[src/rtl/ps2_kbd_pkg.sv]
// rtl/ps2_kbd_pkg.sv - shared constants, event type and scancode->ASCII helper for the PS/2 key decoder
//
// Purpose : FSM state encodings, set-2 prefix / modifier scancodes, the packed
//           key event carried through the event FIFO, and the ASCII lookup.
// Ports   : none (package).
package ps2_kbd_pkg;

   // FSM state encoding (legacy-compatible constants)
   localparam logic [1:0] ST_IDLE    = 2'd0;
   localparam logic [1:0] ST_EXT     = 2'd1;
   localparam logic [1:0] ST_BRK     = 2'd2;
   localparam logic [1:0] ST_EXT_BRK = 2'd3;

   // Prefix bytes
   localparam logic [7:0] PS2_EXT    = 8'hE0;
   localparam logic [7:0] PS2_BRK    = 8'hF0;

   // Keyboard housekeeping bytes that never form part of a key event
   localparam logic [7:0] PS2_PAUSE  = 8'hE1;
   localparam logic [7:0] PS2_BAT_OK = 8'hAA;
   localparam logic [7:0] PS2_ACK    = 8'hFA;
   localparam logic [7:0] PS2_RESEND = 8'hFE;

   // Modifier and special scancodes
   localparam logic [7:0] SC_LSHIFT  = 8'h12;
   localparam logic [7:0] SC_RSHIFT  = 8'h59;
   localparam logic [7:0] SC_CTRL    = 8'h14;
   localparam logic [7:0] SC_ALT     = 8'h11;
   localparam logic [7:0] SC_ENTER   = 8'h5A;
   localparam logic [7:0] SC_SPACE   = 8'h29;

   typedef struct packed {
      logic [7:0] scan;
      logic       ext;
      logic       brk;
      logic [7:0] ascii;
   } ps2_evt_t;

   localparam int EVT_W = $bits(ps2_evt_t);

   function automatic logic is_ignored_byte(input logic [7:0] b);
      return (b == PS2_PAUSE) || (b == PS2_BAT_OK) || (b == PS2_ACK) || (b == PS2_RESEND);
   endfunction

   // Enter maps to CR for both the main and keypad (E0 5A) keys; every other
   // extended key and every release has no character.
   function automatic logic [7:0] scan_to_ascii(input logic [7:0] scan, input logic ext,
                                                input logic brk, input logic shift);
      logic [7:0] lc;
      logic [7:0] res;
      lc  = 8'h00;
      res = 8'h00;
      case (scan)
         8'h1C: lc = "a";
         8'h32: lc = "b";
         8'h21: lc = "c";
         8'h23: lc = "d";
         8'h24: lc = "e";
         8'h2B: lc = "f";
         8'h34: lc = "g";
         8'h33: lc = "h";
         8'h43: lc = "i";
         8'h3B: lc = "j";
         8'h42: lc = "k";
         8'h4B: lc = "l";
         8'h3A: lc = "m";
         8'h31: lc = "n";
         8'h44: lc = "o";
         8'h4D: lc = "p";
         8'h15: lc = "q";
         8'h2D: lc = "r";
         8'h1B: lc = "s";
         8'h2C: lc = "t";
         8'h3C: lc = "u";
         8'h2A: lc = "v";
         8'h1D: lc = "w";
         8'h22: lc = "x";
         8'h35: lc = "y";
         8'h1A: lc = "z";
         default: lc = 8'h00;
      endcase
      if (brk) begin
         res = 8'h00;
      end else if (scan == SC_ENTER) begin
         res = 8'h0D;
      end else if (ext) begin
         res = 8'h00;
      end else if (lc != 8'h00) begin
         res = shift ? (lc - 8'h20) : lc;
      end else begin
         case (scan)
            8'h45:    res = "0";
            8'h16:    res = "1";
            8'h1E:    res = "2";
            8'h26:    res = "3";
            8'h25:    res = "4";
            8'h2E:    res = "5";
            8'h36:    res = "6";
            8'h3D:    res = "7";
            8'h3E:    res = "8";
            8'h46:    res = "9";
            SC_SPACE: res = 8'h20;
            default:  res = 8'h00;
         endcase
      end
      return res;
   endfunction

endpackage

[src/rtl/ps2_evt_fifo.sv]
// rtl/ps2_evt_fifo.sv - synchronous event FIFO with valid/ready ports, pointer wrap and occupancy count
//
// Purpose : Buffers decoded key events between the decoder and its consumer.
//           A write while full is accepted only if a read happens in the same
//           cycle; otherwise it is refused (wr_accept=0) and the caller drops it.
// Ports   : clk, rst (async, active-low)
//           wr_valid/wr_data  in   : write request and payload
//           wr_accept         out  : write actually stored this cycle
//           rd_valid/rd_data  out  : head entry (rd_data is 0 while empty)
//           rd_ready          in   : consumer pops the head when rd_valid=1
module ps2_evt_fifo #(
   parameter int DEPTH = 8,
   parameter int WIDTH = 18
) (
   input  logic             clk,
   input  logic             rst,
   input  logic             wr_valid,
   input  logic [WIDTH-1:0] wr_data,
   output logic             wr_accept,
   output logic             rd_valid,
   output logic [WIDTH-1:0] rd_data,
   input  logic             rd_ready
);
   localparam int               PTR_W     = $clog2(DEPTH);
   localparam logic [PTR_W:0]   DEPTH_CNT = (PTR_W + 1)'(DEPTH);

   logic [WIDTH-1:0] mem [DEPTH];
   logic [PTR_W-1:0] wr_ptr;
   logic [PTR_W-1:0] rd_ptr;
   logic [PTR_W:0]   count;
   logic             full;
   logic             do_pop;

   assign full      = (count == DEPTH_CNT);
   assign rd_valid  = (count != '0);
   assign do_pop    = rd_valid & rd_ready;
   // When full, the slot being popped is the one about to be written, so a
   // simultaneous push is safe.
   assign wr_accept = wr_valid & (~full | do_pop);
   assign rd_data   = rd_valid ? mem[rd_ptr] : '0;

   always_ff @(posedge clk) begin
      if (wr_accept) begin
         mem[wr_ptr] <= wr_data;
      end
   end

   always_ff @(posedge clk or negedge rst) begin
      if (!rst) begin
         wr_ptr <= '0;
         rd_ptr <= '0;
         count  <= '0;
      end else begin
         if (wr_accept) begin
            wr_ptr <= wr_ptr + 1'b1;
         end
         if (do_pop) begin
            rd_ptr <= rd_ptr + 1'b1;
         end
         case ({wr_accept, do_pop})
            2'b10:   count <= count + 1'b1;
            2'b01:   count <= count - 1'b1;
            default: count <= count;
         endcase
      end
   end

endmodule

[src/rtl/ps2_key_decoder.sv]
// rtl/ps2_key_decoder.sv - set-2 PS/2 scancode decoder producing key events into a FIFO
//
// Purpose : Decodes make / break (F0) / extended (E0) sequences, tracks
//           shift/ctrl/alt, attaches ASCII and queues one event per key action.
//           Optional macro PS2_TYPEMATIC_FILTER_EN suppresses typematic repeat makes.
// Ports   : clk, rst (async, active-low)
//           ps2_data[7:0], ps2_valid        in  : received byte + 1-cycle strobe
//           evt_ready                       in  : consumer pops head event
//           evt_valid, evt_scan, evt_ext,
//           evt_break, evt_ascii            out : head event of the FIFO
//           shift_flag, ctrl_flag, alt_flag out : modifier held state
//           key_cnt[CNT_W-1:0]              out : make events written (wraps)
//           fifo_ovf                        out : sticky event-dropped flag
module ps2_key_decoder
   import ps2_kbd_pkg::*;
#(
   parameter int FIFO_DEPTH = 8,
   parameter int CNT_W      = 8
) (
   input  logic             clk,
   input  logic             rst,
   input  logic [7:0]       ps2_data,
   input  logic             ps2_valid,
   input  logic             evt_ready,
   output logic             evt_valid,
   output logic [7:0]       evt_scan,
   output logic             evt_ext,
   output logic             evt_break,
   output logic [7:0]       evt_ascii,
   output logic             shift_flag,
   output logic             ctrl_flag,
   output logic             alt_flag,
   output logic [CNT_W-1:0] key_cnt,
   output logic             fifo_ovf
);
   logic [1:0] state_q;
   logic [1:0] state_d;
   logic       emit;
   logic       emit_ext;
   logic       emit_brk;
   logic [7:0] emit_ascii;
   logic       suppress;

   // Left/right variants tracked separately so releasing one side does not
   // clear a modifier still held on the other.
   logic       lshift_q, rshift_q;
   logic       lctrl_q,  rctrl_q;
   logic       lalt_q,   ralt_q;

   // One-entry stage between decode and FIFO write
   logic       pend_valid_q;
   ps2_evt_t   pend_evt_q;

   logic       wr_accept;
   ps2_evt_t   head_evt;

   assign shift_flag = lshift_q | rshift_q;
   assign ctrl_flag  = lctrl_q  | rctrl_q;
   assign alt_flag   = lalt_q   | ralt_q;

   always_comb begin
      state_d  = state_q;
      emit     = 1'b0;
      emit_ext = 1'b0;
      emit_brk = 1'b0;
      if (ps2_valid) begin
         if (is_ignored_byte(ps2_data)) begin
            state_d = ST_IDLE;
         end else begin
            case (state_q)
               ST_IDLE: begin
                  if (ps2_data == PS2_EXT) begin
                     state_d = ST_EXT;
                  end else if (ps2_data == PS2_BRK) begin
                     state_d = ST_BRK;
                  end else begin
                     emit = 1'b1;
                  end
               end
               ST_EXT: begin
                  if (ps2_data == PS2_BRK) begin
                     state_d = ST_EXT_BRK;
                  end else if (ps2_data != PS2_EXT) begin
                     emit     = 1'b1;
                     emit_ext = 1'b1;
                     state_d  = ST_IDLE;
                  end
               end
               ST_BRK: begin
                  if (ps2_data != PS2_BRK) begin
                     emit     = 1'b1;
                     emit_brk = 1'b1;
                     state_d  = ST_IDLE;
                  end
               end
               default: begin
                  if (ps2_data != PS2_BRK) begin
                     emit     = 1'b1;
                     emit_ext = 1'b1;
                     emit_brk = 1'b1;
                     state_d  = ST_IDLE;
                  end
               end
            endcase
         end
      end
   end

   // Shift as held before this byte's own modifier update
   assign emit_ascii = scan_to_ascii(ps2_data, emit_ext, emit_brk, shift_flag);

`ifdef PS2_TYPEMATIC_FILTER_EN
   logic       last_vld_q;
   logic [7:0] last_scan_q;
   logic       last_ext_q;

   assign suppress = emit & ~emit_brk & last_vld_q &
                     (last_scan_q == ps2_data) & (last_ext_q == emit_ext);

   always_ff @(posedge clk or negedge rst) begin
      if (!rst) begin
         last_vld_q  <= 1'b0;
         last_scan_q <= 8'h00;
         last_ext_q  <= 1'b0;
      end else if (emit) begin
         last_vld_q  <= ~emit_brk;
         last_scan_q <= ps2_data;
         last_ext_q  <= emit_ext;
      end
   end
`else
   assign suppress = 1'b0;
`endif

   always_ff @(posedge clk or negedge rst) begin
      if (!rst) begin
         state_q      <= ST_IDLE;
         pend_valid_q <= 1'b0;
         pend_evt_q   <= '0;
         lshift_q     <= 1'b0;
         rshift_q     <= 1'b0;
         lctrl_q      <= 1'b0;
         rctrl_q      <= 1'b0;
         lalt_q       <= 1'b0;
         ralt_q       <= 1'b0;
      end else begin
         state_q      <= state_d;
         pend_valid_q <= emit & ~suppress;
         if (emit) begin
            pend_evt_q <= '{scan: ps2_data, ext: emit_ext, brk: emit_brk, ascii: emit_ascii};
            if (!emit_ext) begin
               case (ps2_data)
                  SC_LSHIFT: lshift_q <= ~emit_brk;
                  SC_RSHIFT: rshift_q <= ~emit_brk;
                  SC_CTRL:   lctrl_q  <= ~emit_brk;
                  SC_ALT:    lalt_q   <= ~emit_brk;
                  default:   ;
               endcase
            end else begin
               case (ps2_data)
                  SC_CTRL:   rctrl_q  <= ~emit_brk;
                  SC_ALT:    ralt_q   <= ~emit_brk;
                  default:   ;
               endcase
            end
         end
      end
   end

   always_ff @(posedge clk or negedge rst) begin
      if (!rst) begin
         key_cnt  <= '0;
         fifo_ovf <= 1'b0;
      end else begin
         if (wr_accept && !pend_evt_q.brk) begin
            key_cnt <= key_cnt + 1'b1;
         end
         if (pend_valid_q && !wr_accept) begin
            fifo_ovf <= 1'b1;
         end
      end
   end

   ps2_evt_fifo #(
      .DEPTH (FIFO_DEPTH),
      .WIDTH (EVT_W)
   ) u_fifo (
      .clk       (clk),
      .rst       (rst),
      .wr_valid  (pend_valid_q),
      .wr_data   (pend_evt_q),
      .wr_accept (wr_accept),
      .rd_valid  (evt_valid),
      .rd_data   (head_evt),
      .rd_ready  (evt_ready)
   );

   assign evt_scan  = head_evt.scan;
   assign evt_ext   = head_evt.ext;
   assign evt_break = head_evt.brk;
   assign evt_ascii = head_evt.ascii;

endmodule
[config.mk]
export PLATFORM = sky130hd
export DESIGN_NAME = ps2_key_decoder
export DESIGN_NICKNAME = d
export VERILOG_FILES = /design/src/rtl/ps2_kbd_pkg.sv /design/src/rtl/ps2_evt_fifo.sv /design/src/rtl/ps2_key_decoder.sv
export SDC_FILE = /design/constraint.sdc
export NUM_CORES = 1
export LEC_CHECK = 0
export ABC_AREA = 1
export BUFFER_PORTS_ARGS = -buffer_cell sky130_fd_sc_hd__buf_4
export CORE_UTILIZATION = 60
export CTS_CLUSTER_SIZE = 25
export DETAILED_ROUTE_END_ITERATION = 6
export GPL_ROUTABILITY_DRIVEN = 0
export HOLD_SLACK_MARGIN = 0.06
export PLACE_DENSITY = 0.77
export SETUP_SLACK_MARGIN = 0.4
export SYNTH_ARGS = -nofsm -noshare
export SYNTH_HDL_FRONTEND = slang
export SYNTH_SLANG_ARGS = --single-unit
[constraint.sdc]
create_clock -name clk -period 6.7 [get_ports clk]
set_clock_uncertainty 0.15 [all_clocks]
set_input_delay 0.335 -clock clk [delete_from_list [all_inputs] [get_ports clk]]
set_output_delay 0.335 -clock clk [all_outputs]
set_load 0.02 [all_outputs]
==> impl_metrics.ini <==
[timing]
hold_viol = 0
hold_slack_ns = 0.0754
setup-tns-final_ns = 0
setup-violations-final = 0
fmax_mhz = 228
rsz0062_at_grt = no
slew_violations = 0
fin_crit_sh_pct = 65.6
tightest_slew_ns = 1.20
period_minus_slack_ns = 4.39
slew_headroom_pct = 20.1

[synth]
syn-instance-count = 828
ys_async_sr_fraction_pct = 24.2
synthesis.area_um2 = 8570
yosys_most_used_dff = edfxtp_1
yosys_warnings = 0
syn-num-nets = 856
synth-edff-count = 144
ys_seq_area_share_pct = 63.9
synth_cell_types = 39
synth_seq_cells = 190
syn-mean-instance-area_um2 = 10.3

[global_routing]
grt.overflow.total = 0
grt_pass1_vias = 6041
grt_usage_pct = 27.2
grt_pass1_wl_um = 30200
antenna_found_initial = 0
grt_start_max_net_pins = 73

[worst_setup_path]
critPathArrivalTime_ns = 3.91
crit_type = flip-flop to output port
rrSetupSlack_ns = 3.54
cp-end-kind = output port
critPathSlowestCell = clkinv_1
worstPathMaxFanout = 38
cp_cell_sequence = clkinv_1 -> o21ai_0 -> o22ai_1 -> o21ai_0 -> a31oi_1 -> buf_4
cpPeakStageDelay_ns = 1.26
worstSetupStartpointType = flip-flop
required_ns = 6.21
crit_path_frequent_cell = o21ai_0

[pwr]
power_frac_seq_pct = 42.0
powerDensity_nw_per_um2 = 421
p_sw_mw = 1.49
sw_frac_of_total_pct = 37.0
leakagePower_nw = 3.77
clock_power_share_pct = 23.7
p_int_mw = 2.54
ir_worst_vdd_uv = 184
pwr-share-comb_pct = 34.3

[clock_network]
cts_buffers = 17
cts_tree = yes
clkTransAtPathRegs_ns = 0.06
cts_sinks = 190
cts-root-buf = clkbuf_16
h-tree-depth = 4
clockBufferDepth = 2
clock_latency_ns = 0.42

[drt]
avgViaCountPerCell = 5.87
ant_nets = 0
finalWirelength_um = 18600
drt-initial-drc-count = 765
drt_pass1_iterations = 5
vias = 6220
route.detailed.drc = 0
post_drt_wl_per_cell_um = 17.5

[cells_and_area]
finalInstanceArea_um2 = 9600
area_growth_pct = 12.0
antenna_cells = 0
fin_nets = 894
drive_gt1_share_pct = 11.8
fin_util_pct = 69.1

[placement]
portBuffers = 42
place_hpwl_um = 11600
placed_area_um2 = 9030

[floorplanning]
rows = 43
core_area_um2 = 13900
die_area_um2 = 14800
initial_core_util_pct = 61.7
die_y_um = 121
ios = 43
die_w_um = 121

[job]
drv_cap = 0

[run_status]
status = completed

[min_path]
hold_path.class = input port to flip-flop
## cell type report
| class | count | area (µm²) |
|---|---|---|
| sequential | 190 | 5480 |
| fill | 978 | 4290 |
| multi-input combinational | 557 | 2760 |
| clock buffer | 20 | 437 |
| timing repair buffer | 53 | 400 |
| tap | 180 | 225 |
| inverter | 47 | 176 |
| clock inverter | 12 | 121 |
## path summary, 6_finish.rpt
check                                 startpoint  cells past startpoint          endpoint
worst max-delay path            u_fifo.rd_ptr[1]                      6      evt_ascii[5]
worst min-delay path                   evt_ready                      4          fifo_ovf
worst max register to register  u_fifo.rd_ptr[1]                      2  u_fifo.rd_ptr[1]
worst min register to register        key_cnt[7]                      1        key_cnt[7]
max in group asynchronous                    rst                      2  u_fifo.rd_ptr[0]
min in group asynchronous                    rst                      2  u_fifo.rd_ptr[2]
## power by group through the flow
| stage | Sequential, mW | Clock, mW | Combinational, mW |
|---|---|---|---|
| 6_report | 1.69 | 0.957 | 1.39 |
| 5_1_grt | 1.71 | 1.01 | 1.52 |
| 4_1_cts | 1.69 | 0.962 | 1.39 |
| 3_5_place_dp | 1.71 | 0 | 1.37 |
| 3_3_place_gp | 1.70 | 0 | 1.33 |
| 2_1_floorplan | 1.64 | 0 | 0.939 |
## cells in the mapped netlist, types with 10 or more instances
library cell / count / area (µm²)
o21ai_0: 112 / 561
o22ai_1: 21 / 131
nor2_1: 148 / 556
edfxtp_1: 144 / 4320
clkbuf_1: 24 / 90.1
nor3_1: 10 / 50.1
nand3_1: 37 / 185
nand2_1: 138 / 518
a31oi_1: 18 / 113
ha_1: 15 / 188
inv_1: 36 / 135
dfrtp_1: 46 / 1150
## stage by stage
step           std cells  total power, mW  worst slack, ns
2_1_floorplan        828             2.58             4.37
3_3_place_gp        1026             3.03             3.00
3_5_place_dp        1026             3.09             2.81
4_1_cts             1059             4.04             2.33
5_1_grt             1059             4.25             2.06
6_report            1059             4.04             2.31
## placed cells by master (no fill, tap or decap), drive strengths merged, types with 6 or more instances in the layout
cell type  Yosys  routed
nor3          10      10
clkbuf        24      20
clkinv         3      10
a31oi         18      18
nand3         38      38
xor2           7       7
a21oi          6       6
edfxtp       144     144
buf           10      52
dfrtp         46      46
xnor2          6       6
o21ai        120     120
o22ai         21      21
nor2         154     154
ha            15      15
nand2        140     140
nand4          6       6
inv           44      44
## timing repair
action,CTS,global route
hold buffers,1,0
buffers inserted,0,0
endpoints found under the hold margin,46,0
endpoints found under the setup margin,0,0
resized for setup,0,0
## flip-flops by register name, indices dropped and copies added, names as in the netlist
register       cells
u_fifo.rd_ptr      3
pend_evt_q        18
rctrl_q            1
lctrl_q            1
key_cnt            8
u_fifo.mem       144
u_fifo.count       4
lalt_q             1
pend_valid_q       1
fifo_ovf           1
u_fifo.wr_ptr      3
rshift_q           1
lshift_q           1
ralt_q             1
state_q            2
## worst max-delay path, delay by kind of cell, from the launching register on
| kind | cells | cell delay [ns] |
|---|---|---|
| compound gates | 4 | 0.86 |
| buf+inv | 2 | 1.49 |
| flops | 1 | 1.14 |
## cells by family (layout without fill, tap and decap cells)
group	after synthesis	count (layout)	share of synthesized area, %
adder cells (fa/ha/maj)	16	16	2.42
AND/OR/NAND/NOR	356	356	17.4
XOR/XNOR	13	13	1.33
buffers and inverters	81	132	3.89
AO/OA/AOI/OAI	171	171	10.9
multiplexers	1	1	0.131
flip-flops	190	190	63.9
## per-layer routing
layer	vias to the layer above	wire, µm	track usage [%]
met5	-	0	0
li1	2951	-	-
met1	2953	7790	36.5
met2	275	9130	43.6
met3	41	1270	5.36
met4	0	384	11.0
Power figures use the tool's default switching activity.
